===== config.mk =====
export PLATFORM = sky130hd
export DESIGN_NAME = gx4000_cpr_loader
export DESIGN_NICKNAME = d
export VERILOG_FILES = /design/src/rtl/gx4000_cpr_loader.sv
export SDC_FILE = /design/constraint.sdc
export NUM_CORES = 1
export LEC_CHECK = 0
export CORE_MARGIN = 2
export CORE_UTILIZATION = 45
export CTS_CLUSTER_SIZE = 30
export DETAILED_ROUTE_END_ITERATION = 8
export HOLD_SLACK_MARGIN = 0.03
export PLACE_DENSITY_LB_ADDON = 0.05
export SLEW_MARGIN = 20
export SYNTH_ARGS = -nofsm -noshare
export SYNTH_HDL_FRONTEND = slang
export SYNTH_SLANG_ARGS = --single-unit

===== constraint.sdc =====
create_clock -name clk_sys -period 3.8 [get_ports clk_sys]
set_input_delay 0.76 -clock clk_sys [delete_from_list [all_inputs] [get_ports clk_sys]]
set_output_delay 0.76 -clock clk_sys [all_outputs]
set_load 0.05 [all_outputs]

===== src/rtl/gx4000_cpr_loader.sv =====
// gx4000_cpr_loader
// Parses a .cpr (RIFF "AMS!") cartridge image from the ioctl download stream
// and turns every "cbNN" bank chunk into byte writes at
// BASE_ADDR + bank*16384 + offset. Unknown or out-of-range chunks are skipped.
//
// Ports:
//   clk_sys, reset_n          system clock, asynchronous active-low reset
//   ioctl_download/index      download framing; a cartridge load starts on the
//                             rising edge of ioctl_download with index CART_INDEX
//   ioctl_wr, ioctl_dout      one byte per strobe, in file order
//   cart_addr/data/wr         SDRAM byte write, one cycle after the ioctl_wr sample
//   busy, done, error         load status (done/error sticky until next load)
//   bank_count                distinct bank chunks seen (saturates at 32)
//   chk_sum                   only with GX4000_CPR_CHECKSUM_EN: mod-65536 sum of
//                             every byte written to the cartridge region
module gx4000_cpr_loader #(
  parameter logic [7:0]  CART_INDEX = 8'h03,
  parameter logic [24:0] BASE_ADDR  = 25'h0000000,
  parameter int          MAX_BANKS  = 32
) (
  input  logic        clk_sys,
  input  logic        reset_n,
  input  logic        ioctl_download,
  input  logic [7:0]  ioctl_index,
  input  logic        ioctl_wr,
  input  logic [7:0]  ioctl_dout,
  output logic [24:0] cart_addr,
  output logic [7:0]  cart_data,
  output logic        cart_wr,
  output logic        busy,
  output logic        done,
  output logic        error,
  output logic [5:0]  bank_count
`ifdef GX4000_CPR_CHECKSUM_EN
  ,
  output logic [15:0] chk_sum
`endif
);

  // The seen mask and bank field are 32 entries wide, so larger values clamp.
  localparam int         MAX_B       = (MAX_BANKS > 32) ? 32 : MAX_BANKS;
  localparam logic [6:0] MAX_BANKS_W = 7'(MAX_B);

  typedef enum logic [2:0] {
    S_IDLE  = 3'd0,
    S_HDR   = 3'd1,
    S_CID   = 3'd2,
    S_CSIZE = 3'd3,
    S_DATA  = 3'd4,
    S_SKIP  = 3'd5,
    S_PAD   = 3'd6,
    S_ERR   = 3'd7
  } state_t;

  // Expected header byte: {must_match, ascii}. Bytes 4-7 (RIFF size) are free.
  function automatic logic [8:0] hdr_expect(input logic [3:0] idx);
    case (idx)
      4'd0:    hdr_expect = {1'b1, 8'h52};  // R
      4'd1:    hdr_expect = {1'b1, 8'h49};  // I
      4'd2:    hdr_expect = {1'b1, 8'h46};  // F
      4'd3:    hdr_expect = {1'b1, 8'h46};  // F
      4'd8:    hdr_expect = {1'b1, 8'h41};  // A
      4'd9:    hdr_expect = {1'b1, 8'h4D};  // M
      4'd10:   hdr_expect = {1'b1, 8'h53};  // S
      4'd11:   hdr_expect = {1'b1, 8'h21};  // !
      default: hdr_expect = {1'b0, 8'h00};
    endcase
  endfunction

  function automatic logic is_digit(input logic [7:0] b);
    is_digit = (b >= 8'h30) && (b <= 8'h39);
  endfunction

  state_t      state_r, state_s;
  logic [31:0] cnt_r, cnt_s, cnt_inc_s;
  logic [31:0] size_r, size_s;
  logic [4:0]  bank_r, bank_s;
  logic        id_ok_r, id_ok_s;
  logic [3:0]  tens_r, tens_s;
  logic [31:0] seen_r, seen_s;
  logic        dl_q_r;
  logic [24:0] cart_addr_r, cart_addr_s;
  logic [7:0]  cart_data_r, cart_data_s;
  logic        cart_wr_r, cart_wr_s;
  logic        busy_r, busy_s, done_r, done_s, error_r, error_s;
  logic [5:0]  bank_count_r, bank_count_s;
  logic        start_s, fall_s, mark_s;
  logic [8:0]  hdr_s;
  logic [6:0]  bank_val_s;
`ifdef GX4000_CPR_CHECKSUM_EN
  logic [15:0] chk_sum_r, chk_sum_s;
`endif

  assign start_s = ioctl_download & ~dl_q_r & (ioctl_index == CART_INDEX);
  assign fall_s  = ~ioctl_download & dl_q_r & busy_r;

  // Next-state and output computation for the chunk parser.
  always_comb begin
    state_s      = state_r;
    cnt_s        = cnt_r;
    size_s       = size_r;
    bank_s       = bank_r;
    id_ok_s      = id_ok_r;
    tens_s       = tens_r;
    seen_s       = seen_r;
    bank_count_s = bank_count_r;
    busy_s       = busy_r;
    done_s       = done_r;
    error_s      = error_r;
    cart_addr_s  = cart_addr_r;
    cart_data_s  = cart_data_r;
    cart_wr_s    = 1'b0;
    mark_s       = 1'b0;
    cnt_inc_s    = cnt_r + 32'd1;
    hdr_s        = hdr_expect(cnt_r[3:0]);
    bank_val_s   = ({3'd0, tens_r} * 7'd10) + {3'd0, ioctl_dout[3:0]};
`ifdef GX4000_CPR_CHECKSUM_EN
    chk_sum_s    = chk_sum_r;
`endif

    if (start_s) begin
      state_s      = S_HDR;
      cnt_s        = 32'd0;
      busy_s       = 1'b1;
      done_s       = 1'b0;
      error_s      = 1'b0;
      bank_count_s = 6'd0;
      seen_s       = 32'd0;
`ifdef GX4000_CPR_CHECKSUM_EN
      chk_sum_s    = 16'd0;
`endif
    end else begin
      if (ioctl_wr) begin
        case (state_r)
          S_HDR: begin
            if (hdr_s[8] && (ioctl_dout != hdr_s[7:0])) begin
              state_s = S_ERR;
              busy_s  = 1'b0;
              error_s = 1'b1;
            end else if (cnt_r == 32'd11) begin
              state_s = S_CID;
              cnt_s   = 32'd0;
            end else begin
              cnt_s = cnt_inc_s;
            end
          end
          S_CID: begin
            // id_ok accumulates "c","b",digit,digit and finally the range test
            case (cnt_r[1:0])
              2'd0: id_ok_s = (ioctl_dout == 8'h63);
              2'd1: id_ok_s = id_ok_r & (ioctl_dout == 8'h62);
              2'd2: begin
                id_ok_s = id_ok_r & is_digit(ioctl_dout);
                tens_s  = ioctl_dout[3:0];
              end
              default: begin
                id_ok_s = id_ok_r & is_digit(ioctl_dout) & (bank_val_s < MAX_BANKS_W);
                bank_s  = bank_val_s[4:0];
              end
            endcase
            if (cnt_r[1:0] == 2'd3) begin
              state_s = S_CSIZE;
              cnt_s   = 32'd0;
            end else begin
              cnt_s = cnt_inc_s;
            end
          end
          S_CSIZE: begin
            case (cnt_r[1:0])
              2'd0:    size_s[7:0]   = ioctl_dout;
              2'd1:    size_s[15:8]  = ioctl_dout;
              2'd2:    size_s[23:16] = ioctl_dout;
              default: size_s[31:24] = ioctl_dout;
            endcase
            if (cnt_r[1:0] == 2'd3) begin
              cnt_s = 32'd0;
              if (size_s == 32'd0) begin
                // empty bank chunk still counts as present
                state_s = S_CID;
                mark_s  = id_ok_r;
              end else if (id_ok_r) begin
                state_s = S_DATA;
              end else begin
                state_s = S_SKIP;
              end
            end else begin
              cnt_s = cnt_inc_s;
            end
          end
          S_DATA, S_SKIP: begin
            if ((state_r == S_DATA) && (cnt_r < 32'd16384)) begin
              cart_wr_s   = 1'b1;
              cart_addr_s = BASE_ADDR + {6'd0, bank_r, cnt_r[13:0]};
              cart_data_s = ioctl_dout;
`ifdef GX4000_CPR_CHECKSUM_EN
              chk_sum_s   = chk_sum_r + {8'd0, ioctl_dout};
`endif
            end else begin
              cart_wr_s = 1'b0;
            end
            mark_s = (state_r == S_DATA) && (cnt_r == 32'd0);
            if (cnt_inc_s == size_r) begin
              cnt_s   = 32'd0;
              state_s = size_r[0] ? S_PAD : S_CID;
            end else begin
              cnt_s = cnt_inc_s;
            end
          end
          S_PAD: begin
            state_s = S_CID;
            cnt_s   = 32'd0;
          end
          default: state_s = state_r;  // IDLE and ERR ignore bytes
        endcase
      end else begin
        state_s = state_r;
      end

      if (mark_s && !seen_r[bank_r]) begin
        seen_s[bank_r] = 1'b1;
        bank_count_s   = (bank_count_r == 6'd32) ? bank_count_r : bank_count_r + 6'd1;
      end else begin
        seen_s = seen_s;
      end

      // End of download judged on the state after this cycle's byte.
      if (fall_s) begin
        if ((state_s == S_CID) && (cnt_s == 32'd0) && (bank_count_s != 6'd0)) begin
          done_s = 1'b1;
        end else begin
          error_s = 1'b1;
        end
        busy_s  = 1'b0;
        state_s = S_IDLE;
      end else begin
        busy_s = busy_s;
      end
    end
  end

  // Parser state and registered outputs.
  always_ff @(posedge clk_sys or negedge reset_n) begin
    if (!reset_n) begin
      state_r      <= S_IDLE;
      cnt_r        <= 32'd0;
      size_r       <= 32'd0;
      bank_r       <= 5'd0;
      id_ok_r      <= 1'b0;
      tens_r       <= 4'd0;
      seen_r       <= 32'd0;
      dl_q_r       <= 1'b0;
      cart_addr_r  <= 25'd0;
      cart_data_r  <= 8'd0;
      cart_wr_r    <= 1'b0;
      busy_r       <= 1'b0;
      done_r       <= 1'b0;
      error_r      <= 1'b0;
      bank_count_r <= 6'd0;
`ifdef GX4000_CPR_CHECKSUM_EN
      chk_sum_r    <= 16'd0;
`endif
    end else begin
      state_r      <= state_s;
      cnt_r        <= cnt_s;
      size_r       <= size_s;
      bank_r       <= bank_s;
      id_ok_r      <= id_ok_s;
      tens_r       <= tens_s;
      seen_r       <= seen_s;
      dl_q_r       <= ioctl_download;
      cart_addr_r  <= cart_addr_s;
      cart_data_r  <= cart_data_s;
      cart_wr_r    <= cart_wr_s;
      busy_r       <= busy_s;
      done_r       <= done_s;
      error_r      <= error_s;
      bank_count_r <= bank_count_s;
`ifdef GX4000_CPR_CHECKSUM_EN
      chk_sum_r    <= chk_sum_s;
`endif
    end
  end

  assign cart_addr  = cart_addr_r;
  assign cart_data  = cart_data_r;
  assign cart_wr    = cart_wr_r;
  assign busy       = busy_r;
  assign done       = done_r;
  assign error      = error_r;
  assign bank_count = bank_count_r;
`ifdef GX4000_CPR_CHECKSUM_EN
  assign chk_sum    = chk_sum_r;
`endif

endmodule


# --- After elaboration in Yosys (flattened, before gate mapping) ---
# Memory sizes are Yosys's and may differ from the RTL's.
# Index checks and enable logic that the tools add are counted.
word_totals:
  ram_bits: 0
  word_cells: 156
  ff_bits: 147
  output_inout_bits: 43
  latch_bits: 0
  rom_bits: 128
  mem_count: 1
memory_table:
  columns: ["name", "depth", "width", "read_ports", "rd_ports_with_merged_regs", "wr", "line", "source"]
  rows:
  - ["(name not given)", 16, 8, 1, 0, 0, "57", "case (idx)"]
op_classes:
  muxes: 71
  shift: 0
  multipliers: 1
  n_reduce_logical: 30
  eq_ne: 17
  div_mod_pow: 0
  addsub: 3
  bitwise_logic: 12
  n_lt_le_gt_ge: 6
op_table:
  columns: ["operator", "count"]
  rows:
  - ["32-bit 2-to-1 mux", 9]
  - ["8-bit 2-to-1 mux", 16]
  - ["32-bit one-hot mux with 4 select lines", 1]
  - ["32-bit zero test", 3]
  - ["3-bit 2-to-1 mux", 11]
  - ["32-bit by 1-bit adder with 32-bit output, second input constant", 1]
  - ["32-bit equality test", 1]
  - ["32-bit by 4-bit equality test with 1-bit output, second input constant", 1]
  - ["32-bit by 15-bit < comparator with 1-bit output, second input constant", 1]
  - ["32-bit bitwise OR", 1]
  - ["1-bit 2-to-1 mux", 25]
  - ["6-bit 2-to-1 mux", 4]
  - ["8-bit by 7-bit equality test with 1-bit output, second input constant", 2]
  - ["3-bit one-hot mux with 5 select lines", 1]
  - ["4-bit AND reduction", 3]
  - ["3-bit by 2-bit equality test with 1-bit output, second input constant", 3]
  - ["3-bit equality test, second input constant", 3]
  - ["3-bit AND reduction", 3]
  - ["3-bit nonzero test", 3]
  - ["8-bit by 2-bit equality test with 1-bit output, second input constant", 1]
  - ["8-bit by 6-bit greater-or-equal comparator with 1-bit output, second input constant", 1]
  - ["8-bit by 6-bit <= comparator with 1-bit output, second input constant", 1]
  - ["1-bit logical AND", 8]
  - ["8-bit != test", 1]
  - ["23 further kinds", 36]

# --- Depth between registers and ports, before layout ---
# Gate-level depths: netlist of the first run.
depth:
  word_depth: 20
  ltp_mapped: 18
  depth_no_buf: 15

# --- Least setup slack after synthesis of the first run ---
# Ideal clock, no wire load.
synth_path:
  path_type: "register to register"
  startpoint: "reg cnt_r[1]"
  endpoint: "reg error_r (netlist: error)"
  path_stages_with_launch: 17
  arrival_ns: 3.984
  required_ns: 3.660
  setup_ns: 0.140
  path_slack_ns: -0.324
  period_less_slack_ns: 4.124
  path_cell_list: "dfrtp_1 > ha_1 > buf_2 > inv_1 > ha_1 > a221o_1 > a2111o_1 > o41a_1 > buf_2 > a21oi_1 > o21ai_0 > nand2_1 > o21ai_0 > or3_1 > or4_1 > nor4b_2 > o32ai_1"
synth_between:
  elab_chain_len: 20
  word_cells_on_any_way: 65
  classes_between: "add/sub (1); eq/ne (7); mux (45); reduce/logical (11); memory (1)"
synth_lines:
  columns: ["item", "line", "source"]
  rows:
  - ["from (decl)", "75", "logic [31:0] cnt_r, cnt_s, cnt_inc_s;"]
  - ["from (signal assigned)", "264", "cnt_r <= cnt_s;"]
  - ["parallel branches: the longest is 18 deep, another holds 32-bit by 1-bit adder with 32-bit output", null, null]
  - ["1-bit 2-to-1 mux (*)", "227", "if (fall_s) begin"]
  - ["1-bit 2-to-1 mux (*)", "121", "if (start_s) begin"]
  - ["via error_s", "85", "logic busy_r, busy_s, done_r, done_s, error_r, error_s;"]
  - ["to (signal assigned)", "276", "error_r <= error_s;"]
  - ["to (decl)", "85", null]
# Mark *: on every way through the listed nets, which the timed path passes. The select of a mux whose other input is x is not followed.
# A chain may end at the register's enable or synchronous reset.

# --- Final worst setup path of the first run ---
layout_path:
  startpoint: "reg cnt_r[0]"
  endpoint: "reg error_r (netlist: error)"
# Same word-level chain as after synthesis.

==> qor.yml, run 1 <==
timing:
  hold_violations: 0
  period_needed_ns: 4.027
  setup_viol: 3
  fmax_mhz: 248.3
  postLayoutSetupSlackWorst_ns: -0.2273
  slew_violations: 0
  rsz0062_at_grt: "yes"
  worst_pin_slew_ns: 0.7785
  skew_ns: 0.01417
  maxSlewHeadroom: 0.4762
  post-route-period-util: 1.060
finish:
  final_util: 0.6279
  drive_gt1_frac: 0.3298
  nets: 1431
  antennaDiodeCount: 0
  area_delta_synth_final_pct: 38.43
critical_path:
  startpoint_type: "register"
  worstSetupPathType: "register to register"
  critPathMaxFanout: 13
  crit_slowest_cell: "or4_4"
  crit_path_max_incr_delay_ns: 0.51
  required_ns: 4.11
  endpoint_kind: "register"
  rrSetupSlack_ns: -0.23
  crit_top_cell: "buf_4"
  worstPathCellList: "ha_4 -> buf_12 -> buf_8 -> buf_4 -> nand2_1 -> a21oi_1 -> nor4_2 -> o2111ai_2 -> o31ai_2 -> buf_4 -> nand3b_1 -> a22oi_2 -> o21bai_4 -> nand4bb_1 -> or4_4 -> nor4b_4 -> o32ai_1"
  cp.arrival_ns: 4.33
yosys:
  synth_common_cells: "147 x dfrtp_1, 105 x nand2_1, 99 x nor2_1"
  syn_avg_cell_area_um2: 8.795
  synth.most_common_cell: "dfrtp_1"
  async_reset_ff_frac: 1.000
  synthCells: 1115
  ys_ff_latch: 147
  synth_ff_type: "dfrtp_1"
  synth_edf_count: 0
  synth_area_leaders: "dfrtp_1 38%, mux2_2 6.9%, a21oi_1 4.5%, nand2_1 4.0%, nor2_1 3.8%"
  yosysTopAreaCellShare: 0.3751
  yosysUniqueCellTypes: 80
  yosys_warnings: 0
  yosysTopAreaCell: "dfrtp_1"
  netlist_area_um2: 9807
  seq_area_frac_synth: 0.3751
detailed_routing:
  num_vias: 9996
  drt_iter0_drc: 788
  met2WireLength_um: 16820
  drc: 0
  maxUsedRoutingLayer: "met4"
  wl_met3_um: 2867
  wire_per_inst_um: 21.94
  drt-met1-wl_um: 16270
  wl_um: 37010
  drtAntennaViolNets: 0
  firstDrtPassIters: 5
  via_per_inst: 5.925
clock_network:
  cts_tree: "yes"
  cts_hold_buf: 0
  ctsLongestPathBuffers: 2
  clk_pin_slew_worst_paths_ns: 0.08
  cts_inserted_buffers: 17
  clockRootBuffer: "clkbuf_16"
  htreeDepth: 4
  cts.sinks: 147
  clkLatencyLatePin_ns: 0.44
floorplanning:
  dieArea_um2: 22990
  ios: 63
  core_area_um2: 21620
  die_width_um: 151.6
  die_y_um: 151.6
  initial_utilization: 0.4536
  num_rows: 54
power:
  power_mw: 7.842
  switchingPower_mw: 3.301
  power_frac_clock: 0.226
  p_comb_frac: 0.489
  peakVddDrop_v: 0.0004418
  swShare: 0.4210
  p_int_mw: 4.541
  leakagePower_nw: 6.082
  power.density_nw_per_um2: 577.7
  power_frac_seq: 0.285
global_route:
  grt_max_degree: 62
  grt_first_pass_wirelength_um: 56400
  gr-total-overflow: 0
  grt_util_all_layers: 0.3288
  grt_antenna_before_repair: 0
  grt_pass1_vias: 9577
placement:
  place_congestion: 0.9731
  portBuffers: 56
  pre_cts_slack_ns: -0.8140
  place_hpwl_um: 28150
job:
  cap_violations: 0
min_path:
  hold_path.class: "input pin to asynchronous set/reset pin"
status:
  violations: "negative setup slack"
  status: "finished, violations left"
power groups by stage:
stage	registers [mW]	clock network, mW	logic, mW
finish	2.23	1.77	3.84
global route	2.28	1.86	4.09
CTS	2.22	1.80	3.67
detailed placement	2.24	0	3.47
global placement	2.23	0	3.47
floorplan	2.36	0	1.82
routing by layer:
metal | track usage | vias to the layer above
li1 | - | 4636
met1 | 0.4559 | 4884
met2 | 0.5070 | 406
met3 | 0.07605 | 70
met4 | 0.1139 | 0
met5 | 0 | -
flip-flops by register name, summed over array words and instances (netlist names), 3 cells and up:
name and cells:
cart_addr 19, bank_count 6, seen_r 32, tens_r 4, cart_data 8, size_r 32
state_r 3, cnt_r 32, bank_r 5
what timing repair did:
item / CTS / global route
buffers inserted: 6 / 2
endpoints found under the hold margin: 0 / 0
setup endpoints to repair: 20 / 18
pin swaps: 29 / 7
gates resized for setup: 58 / 27
cell families after synthesis:
logic type,after synthesis,synth area share
adders and majority gates,17,0.02322
AOI/OAI and AO/OA,245,0.1548
DFF,147,0.3751
and+or+nand+nor,463,0.2549
xor gates and xnor gates,56,0.05001
buffers and inverters,110,0.04746
muxes,76,0.09416
other,1,0.0003824
stage by stage:
step / cells / cell area (um^2) / hold WS, ns / setup TNS, ns
after global placement: 1647 / 12550 / 0.4710 / -7.368
after global routing: 1687 / 13580 / 0.2922 / -1.758
after detailed placement: 1647 / 12550 / 0.4836 / -8.964
after CTS: 1685 / 13420 / 0.2846 / -0.2362
final: 1687 / 13580 / 0.2651 / -0.4474
after floorplan: 1120 / 9889 / 0.4573 / -0.07786
cell usage in the layout (no fill, tap or decap), types with 7 or more instances in the layout:
cell,instances
mux4_2,7
nor3b_1,9
nand2_1,105
and2_1,9
mux2i_1,9
nor4_2,11
xor2_1,29
dfrtp_1,143
o21ai_1,7
xnor2_1,26
nand3_1,34
or3_1,14
ha_1,9
buf_6,7
nor3_1,32
a21oi_1,86
clkdlybuf4s50_1,47
buf_4,276
nand4_1,29
nor2b_1,13
and3_1,13
clkbuf_16,17
a31oi_1,10
nand2b_1,12
nor2_1,98
nor4_1,25
inv_1,19
mux2_2,60
o21ai_0,52
critical path, delay by kind of cell, from the launching register on:
kind                     cells  cell delay (ns)
buffers and inverters        4             0.62
flip-flops                   1             0.45
adder cells (fa/ha/maj)      1             0.19
AND/OR/NAND/NOR              6             1.44
AO/OA/AOI/OAI                6             1.18
cell type report:
type,instances,area [um^2]
sequential,147,3684
timing repair buffer,344,2814
clock buffer,18,429.2
tap,280,350.3
fill,1877,8045
multi-input combinational,863,6051
inverter,21,81.33
clock inverter,14,166.4
worst paths after layout:
kind                                       start                    end  cells after the start
setup / recovery              cnt_r[0]$_DFF_PN0_        error$_DFF_PN0_                     17
max in group asynchronous                reset_n     cnt_r[2]$_DFF_PN0_                      2
hold / removal                           reset_n       dl_q_r$_DFF_PN0_                      1
setup reg to reg              cnt_r[0]$_DFF_PN0_        error$_DFF_PN0_                     17
min in group clk_sys       seen_r[6]$_DFFE_PN0P_  seen_r[6]$_DFFE_PN0P_                      2
hold reg to reg            seen_r[6]$_DFFE_PN0P_  seen_r[6]$_DFFE_PN0P_                      2
(Power assumes the default switching activity.)
==> run 2: changes to the inputs <==
Clock period 3.8 ns to 3.5 ns, I/O delays scaled along.
==> qor.yml, run 2 (synthesis results as in run 1) <==
detailed_routing:
  wire_per_inst_um: 21.24  # -3.2%
  wl_um: 36790  # -0.61%
  drtAntennaViolNets: 0  # unchanged
  num_vias: 10120  # +1.3%
  via_per_inst: 5.844  # -1.4%
  drc: 0  # unchanged
  firstDrtPassIters: 5  # unchanged
  drt_iter0_drc: 775  # -1.6%
timing:
  slew_violations: 0  # unchanged
  worst_pin_slew_ns: 0.8590  # +0.08054 ns
  postLayoutSetupSlackWorst_ns: -0.5342  # -0.3069 ns
  hold_violations: 0  # unchanged
  post-route-period-util: 1.153
  maxSlewHeadroom: 0.4220  # -0.05419
  rsz0062_at_grt: "yes"
  hold_slack_ns: 0.1917  # -0.07339 ns
  fmax_mhz: 247.9
  skew_ns: 0.02157  # +0.007401 ns
  setup_viol: 4  # +1
  period_needed_ns: 4.034
placement:
  place_congestion: 1.008  # +3.5%
  portBuffers: 56  # unchanged
  place_hpwl_um: 27880  # -0.95%
clock_network:
  cts_hold_buf: 0  # unchanged
  htreeDepth: 4  # unchanged
  cts_tree: "yes"
  clkLatencyLatePin_ns: 0.45  # about the same
  cts.sinks: 147  # unchanged
  cts_inserted_buffers: 17  # unchanged
  clockRootBuffer: "clkbuf_16"
  clk_pin_slew_worst_paths_ns: 0.07  # about the same
  ctsLongestPathBuffers: 2  # unchanged
critical_path:
  worstSetupPathType: "input pin to register"
  endpoint_kind: "register"
  required_ns: 3.80  # -0.31 ns
  cp.arrival_ns: 4.33  # about the same
  critPathMaxFanout: 7  # -6
  startpoint_type: "input pin"
status:
  status: "finished, violations left"
  violations: "negative setup slack"
finish:
  final_util: 0.6495  # +0.02159
  nets: 1476  # +3.1%
  reg_top3: "cnt_r: 32 flops, seen_r: 32 flops, size_r: 32 flops"
  mostFrequentLayoutCells: "315 x buf_4, 141 x dfrtp_1, 105 x nand2_1"
  antennaDiodeCount: 0  # unchanged
  fillers: 1866  # -0.59%
  area_delta_synth_final_pct: 43.19
  drive_gt1_frac: 0.3643  # +0.03455
  final_common_cell: "buf_4"
floorplanning:
  ios: 63  # unchanged
  initial_utilization: 0.4536  # unchanged
  die_y_um: 151.6  # unchanged
  core_area_um2: 21620  # unchanged
  num_rows: 54  # unchanged
  dieArea_um2: 22990  # unchanged
  die_width_um: 151.6  # unchanged
power:
  power.density_nw_per_um2: 619.0  # +7.2%
  peakVddDrop_v: 0.0004939  # +12%
  power_mw: 8.692  # +11%
  leakagePower_nw: 6.337  # +4.2%
global_route:
  grt_first_pass_wirelength_um: 56370  # about the same
  grt_pass1_vias: 9749  # +1.8%
  gr-total-overflow: 0  # unchanged
  grt_antenna_before_repair: 0  # unchanged
  grt_util_all_layers: 0.3271  # -0.001746
  grt_max_degree: 72  # +16%
min_path:
  hold_path.class: "input pin to asynchronous set/reset pin"
job:
  cap_violations: 0  # unchanged
-- run 2: layout make-up --
| cell class | count | area [um^2] | share of cell area |
|---|---|---|---|
| clock buffers | 17 | 425.4 | 0.03029 |
| inverters | 21 | 81.33 | 0.005792 |
| well taps | 280 | 350.3 | 0.02495 |
| clock inverters | 15 | 162.7 | 0.01158 |
| repair buffers | 389 | 3191 | 0.2272 |
| multi-input cells | 863 | 6146 | 0.4377 |
| flip-flops and latches | 147 | 3686 | 0.2625 |
-- run 2: critical path, stage by stage --
cell	delay (ns)
clkdlybuf4s50_1	0.56
nor3_1	0.35
a22oi_1	0.16
nor4_2	0.30
o2111ai_1	0.18
buf_4	0.19
buf_4	0.15
o311ai_1	0.26
nand2_1	0.15
a21oi_2	0.17
nand4b_1	0.10
nand4bb_1	0.19
or4_4	0.51
nor4b_4	0.24
o32ai_1	0.12
-- run 2: final timing paths --
| check | start | to | slack (ns) | cells after the start |
|---|---|---|---|---|
| max | ioctl_dout[4] | error$_DFF_PN0_ | -0.53 | 15 |
| min reg2reg | seen_r[5]$_DFFE_PN0P_ | seen_r[5]$_DFFE_PN0P_ | 0.49 | 2 |
| max in group asynchronous | reset_n | cnt_r[8]$_DFF_PN0_ | 2.46 | 2 |
| max reg2reg | cnt_r[7]$_DFF_PN0_ | error$_DFF_PN0_ | -0.39 | 15 |
| min | reset_n | dl_q_r$_DFF_PN0_ | 0.19 | 1 |
| min in group clk_sys | seen_r[5]$_DFFE_PN0P_ | seen_r[5]$_DFFE_PN0P_ | 0.49 | 2 |
-- run 2: through the flow --
step                std cells  TNS (ns)  worst slack (ns)  cell area, um^2
floorplan                1120   -0.6779           -0.3590             9888
global placement         1686    -20.76           -0.9578            12870
detailed placement       1686    -23.50            -1.034            12870
CTS                      1726    -1.758           -0.3971            13790
global route             1732    -3.366           -0.6779            14040
finish                   1732    -1.267           -0.5342            14040
-- run 2: layer usage --
layer	share of wire	up-vias	track usage
li1	-	4731	-
met1	0.45	4929	0.4549
met2	0.45	380	0.4977
met3	0.071	82	0.07246
met4	0.039	0	0.1273
met5	0	-	0
-- run 2: power by group --
part / internal (mW) / switching (mW)
clock network: 1.01 / 0.874
registers: 2.01 / 0.318
logic: 2.10 / 2.38
total: 5.12 / 3.57
-- run 2: timing repair --
item                       4_1_cts  5_1_grt
resized for setup               65       43
pin swaps                       26       14
setup buffers                    8        6
setup endpoints to repair       63       33
==> run 3: changes to the inputs <==
Settings changed: CORE_MARGIN 2 to 1.5.
==> qor.yml, run 3 (synthesis results as in run 1) <==
status:
  status: "finished, violations left"
  violations: "negative setup slack"
critical_path:
  crit_top_cell: "buf_6"
  startpoint_type: "input pin"
  cp.arrival_ns: 4.29  # -0.04 ns
  required_ns: 3.80  # about the same
  crit_family: "compound AO/OA/AOI/OAI gates"
  worstPathCellList: "clkdlybuf4s50_1 -> buf_6 -> a211oi_2 -> o22ai_1 -> a211oi_1 -> o2111ai_1 -> buf_4 -> o31ai_4 -> buf_6 -> nand3b_1 -> a22oi_2 -> o21bai_1 -> nand4bb_1 -> or4_4 -> nor4b_4 -> o32ai_1"
  critPathMaxFanout: 11  # +4
  r2r_cells: 17  # +2
  cp.depth: 16  # +1
  path_buf_inv: 4  # +1
  endpoint_kind: "register"
  crit_path_max_incr_delay_ns: 0.50  # -0.06 ns
  worstSetupPathType: "input pin to register"
  crit_slowest_cell: "clkdlybuf4s50_1"
finish:
  register_area_um2: 3685  # about the same
  nets: 1471  # -0.34%
  reg_top3: "cnt_r: 32 flops, seen_r: 32 flops, size_r: 32 flops"
  fillers: 1780  # -4.6%
  final_common_cell: "buf_4"
  fin_cells: 1722  # -0.58%
  design_area_um2: 14160  # +0.82%
  multi_input_area_um2: 6222  # +1.2%
  drive_gt1_frac: 0.3697  # +0.005405
  antennaDiodeCount: 0  # unchanged
  mostFrequentLayoutCells: "300 x buf_4, 142 x dfrtp_1, 102 x nand2_1"
  area_delta_synth_final_pct: 44.36
placement:
  place_hpwl_um: 27350  # -1.9%
  placed_area_um2: 12760  # -0.85%
  portBuffers: 56  # unchanged
  place_congestion: 0.9565  # -5.1%
  place_inst: 1669  # -1.0%
  pre_cts_slack_ns: -1.183  # -0.1489 ns
power:
  leakagePower_nw: 6.364  # +0.43%
  peakVddDrop_v: 0.0004140  # -16%
  power.density_nw_per_um2: 629.1  # +1.6%
detailed_routing:
  wl_um: 36990  # +0.55%
  drtAntennaViolNets: 0  # unchanged
  wire_per_inst_um: 21.48  # +1.1%
  drt_iter0_drc: 700  # -9.7%
  firstDrtPassIters: 6  # +1
  via_per_inst: 5.932  # +1.5%
  num_vias: 10220  # +0.92%
  drc: 0  # unchanged
clock_network:
  cts_hold_buf: 0  # unchanged
  ctsLongestPathBuffers: 2  # unchanged
  clk_pin_slew_worst_paths_ns: 0.07  # about the same
  clkLatencyLatePin_ns: 0.44  # about the same
  cts_inserted_buffers: 17  # unchanged
  cts.sinks: 147  # unchanged
  htreeDepth: 4  # unchanged
  clockRootBuffer: "clkbuf_16"
  cts_tree: "yes"
floorplanning:
  die_y_um: 150.6  # -0.66%
  die_width_um: 150.6  # -0.66%
  ios: 63  # unchanged
  dieArea_um2: 22690  # -1.3%
  core_area_um2: 21220  # -1.9%
  num_rows: 53  # -1.9%
  initial_utilization: 0.4621  # +0.008558
timing:
  post-route-period-util: 1.140  # -0.01241
  period_needed_ns: 3.991  # -0.04344 ns
  rsz0062_at_grt: "yes"
  skew_ns: 0.01517  # -0.006394 ns
  setup_viol: 24  # +20
  worst_pin_slew_ns: 0.7557  # -0.1034 ns
  fmax_mhz: 250.6  # +1.1%
  hold_violations: 0  # unchanged
  postLayoutSetupSlackWorst_ns: -0.4907  # +0.04344 ns
  maxSlewHeadroom: 0.4916  # +0.06954
  hold_slack_ns: 0.2440  # +0.05228 ns
  slew_violations: 0  # unchanged
global_route:
  grt_antenna_before_repair: 0  # unchanged
  grt_max_degree: 75  # +4.2%
  grt_util_all_layers: 0.3328  # +0.005756
  grt_pass1_vias: 9884  # +1.4%
  gr-total-overflow: 0  # unchanged
  grt_first_pass_wirelength_um: 56610  # +0.44%
job:
  cap_violations: 0  # unchanged
min_path:
  hold_path.class: "input pin to asynchronous set/reset pin"
-- run 3: cell count changes in the layout (fill, tap and decap cells not counted), moves of 3 or more --
| cell | before | now |
|---|---|---|
| buf_4 | 315 | 300 |
| o21ai_0 | 49 | 43 |
| o21ai_2 | 4 | 10 |
| buf_6 | 12 | 17 |
| nor4_1 | 25 | 21 |
| nor4_2 | 9 | 13 |
| clkinv_4 | 3 | 0 |
| inv_8 | 4 | 7 |
| nand2_1 | 105 | 102 |
| nor3_2 | 6 | 3 |
-- run 3: final cells by class --
type | count | area share
multi-input combinational | 863 | 0.4395
clock inverter | 14 | 0.01078
timing repair buffer | 384 | 0.2284
clock buffer | 18 | 0.03102
inverter | 21 | 0.005745
tap | 275 | 0.02430
sequential | 147 | 0.2603
-- run 3: per-stage QoR --
| stage | utilization | total power, mW | TNS [ns] |
|---|---|---|---|
| after detailed placement | 0.6014 | 6.339 | -27.55 |
| after global routing | 0.6672 | 9.321 | -8.833 |
| after global placement | 0.6014 | 6.313 | -25.87 |
| after CTS | 0.6473 | 8.513 | -2.851 |
| after floorplan | - | 4.542 | -0.6779 |
| final | 0.6672 | 8.906 | -6.105 |
-- run 3: worst register-to-register path, cell delays in order, from the launching register on --
cell       delay (ns)
dfrtp_2          0.45
ha_4             0.19
buf_12           0.13
and3_4           0.17
nand4_1          0.13
buf_4            0.15
nor3_4           0.04
or4_4            0.53
nor4_4           0.15
and4b_2          0.36
buf_6            0.15
buf_6            0.10
o21ai_2          0.05
o21bai_1         0.17
nand4bb_1        0.18
or4_4            0.50
nor4b_4          0.27
o32ai_1          0.13
-- run 3: worst paths after layout --
| kind | slack [ns] | start | endpoint |
|---|---|---|---|
| min | 0.24 | reset_n | bank_count[3]$_DFF_PN0_ |
| min in group clk_sys | 0.50 | seen_r[23]$_DFFE_PN0P_ | seen_r[23]$_DFFE_PN0P_ |
| max in group asynchronous | 2.52 | reset_n | cnt_r[8]$_DFF_PN0_ |
| max | -0.49 | ioctl_dout[0] | error$_DFF_PN0_ |
| max reg2reg | -0.49 | cnt_r[0]$_DFF_PN0_ | error$_DFF_PN0_ |
| min reg2reg | 0.50 | seen_r[23]$_DFFE_PN0P_ | seen_r[23]$_DFFE_PN0P_ |
-- run 3: layer usage --
layer,up-vias,share of wire,GRT usage
met5,-,0,0
met4,0,0.036,0.1199
met2,446,0.45,0.5170
li1,4719,-,-
met3,90,0.076,0.06303
met1,4960,0.44,0.4625
-- run 3: what timing repair did --
item | CTS | global route
pin swaps | 30 | 29
gates resized for setup | 68 | 74
buffers inserted | 11 | 11
setup endpoints to repair | 50 | 39
gates cloned | 0 | 1
-- run 3: where the power goes --
part / switching [mW] / leakage [nW] / internal [mW]
logic: 2.46 / 4.11 / 2.20
registers: 0.333 / 1.96 / 2.01
clock network: 0.920 / 0.287 / 0.980
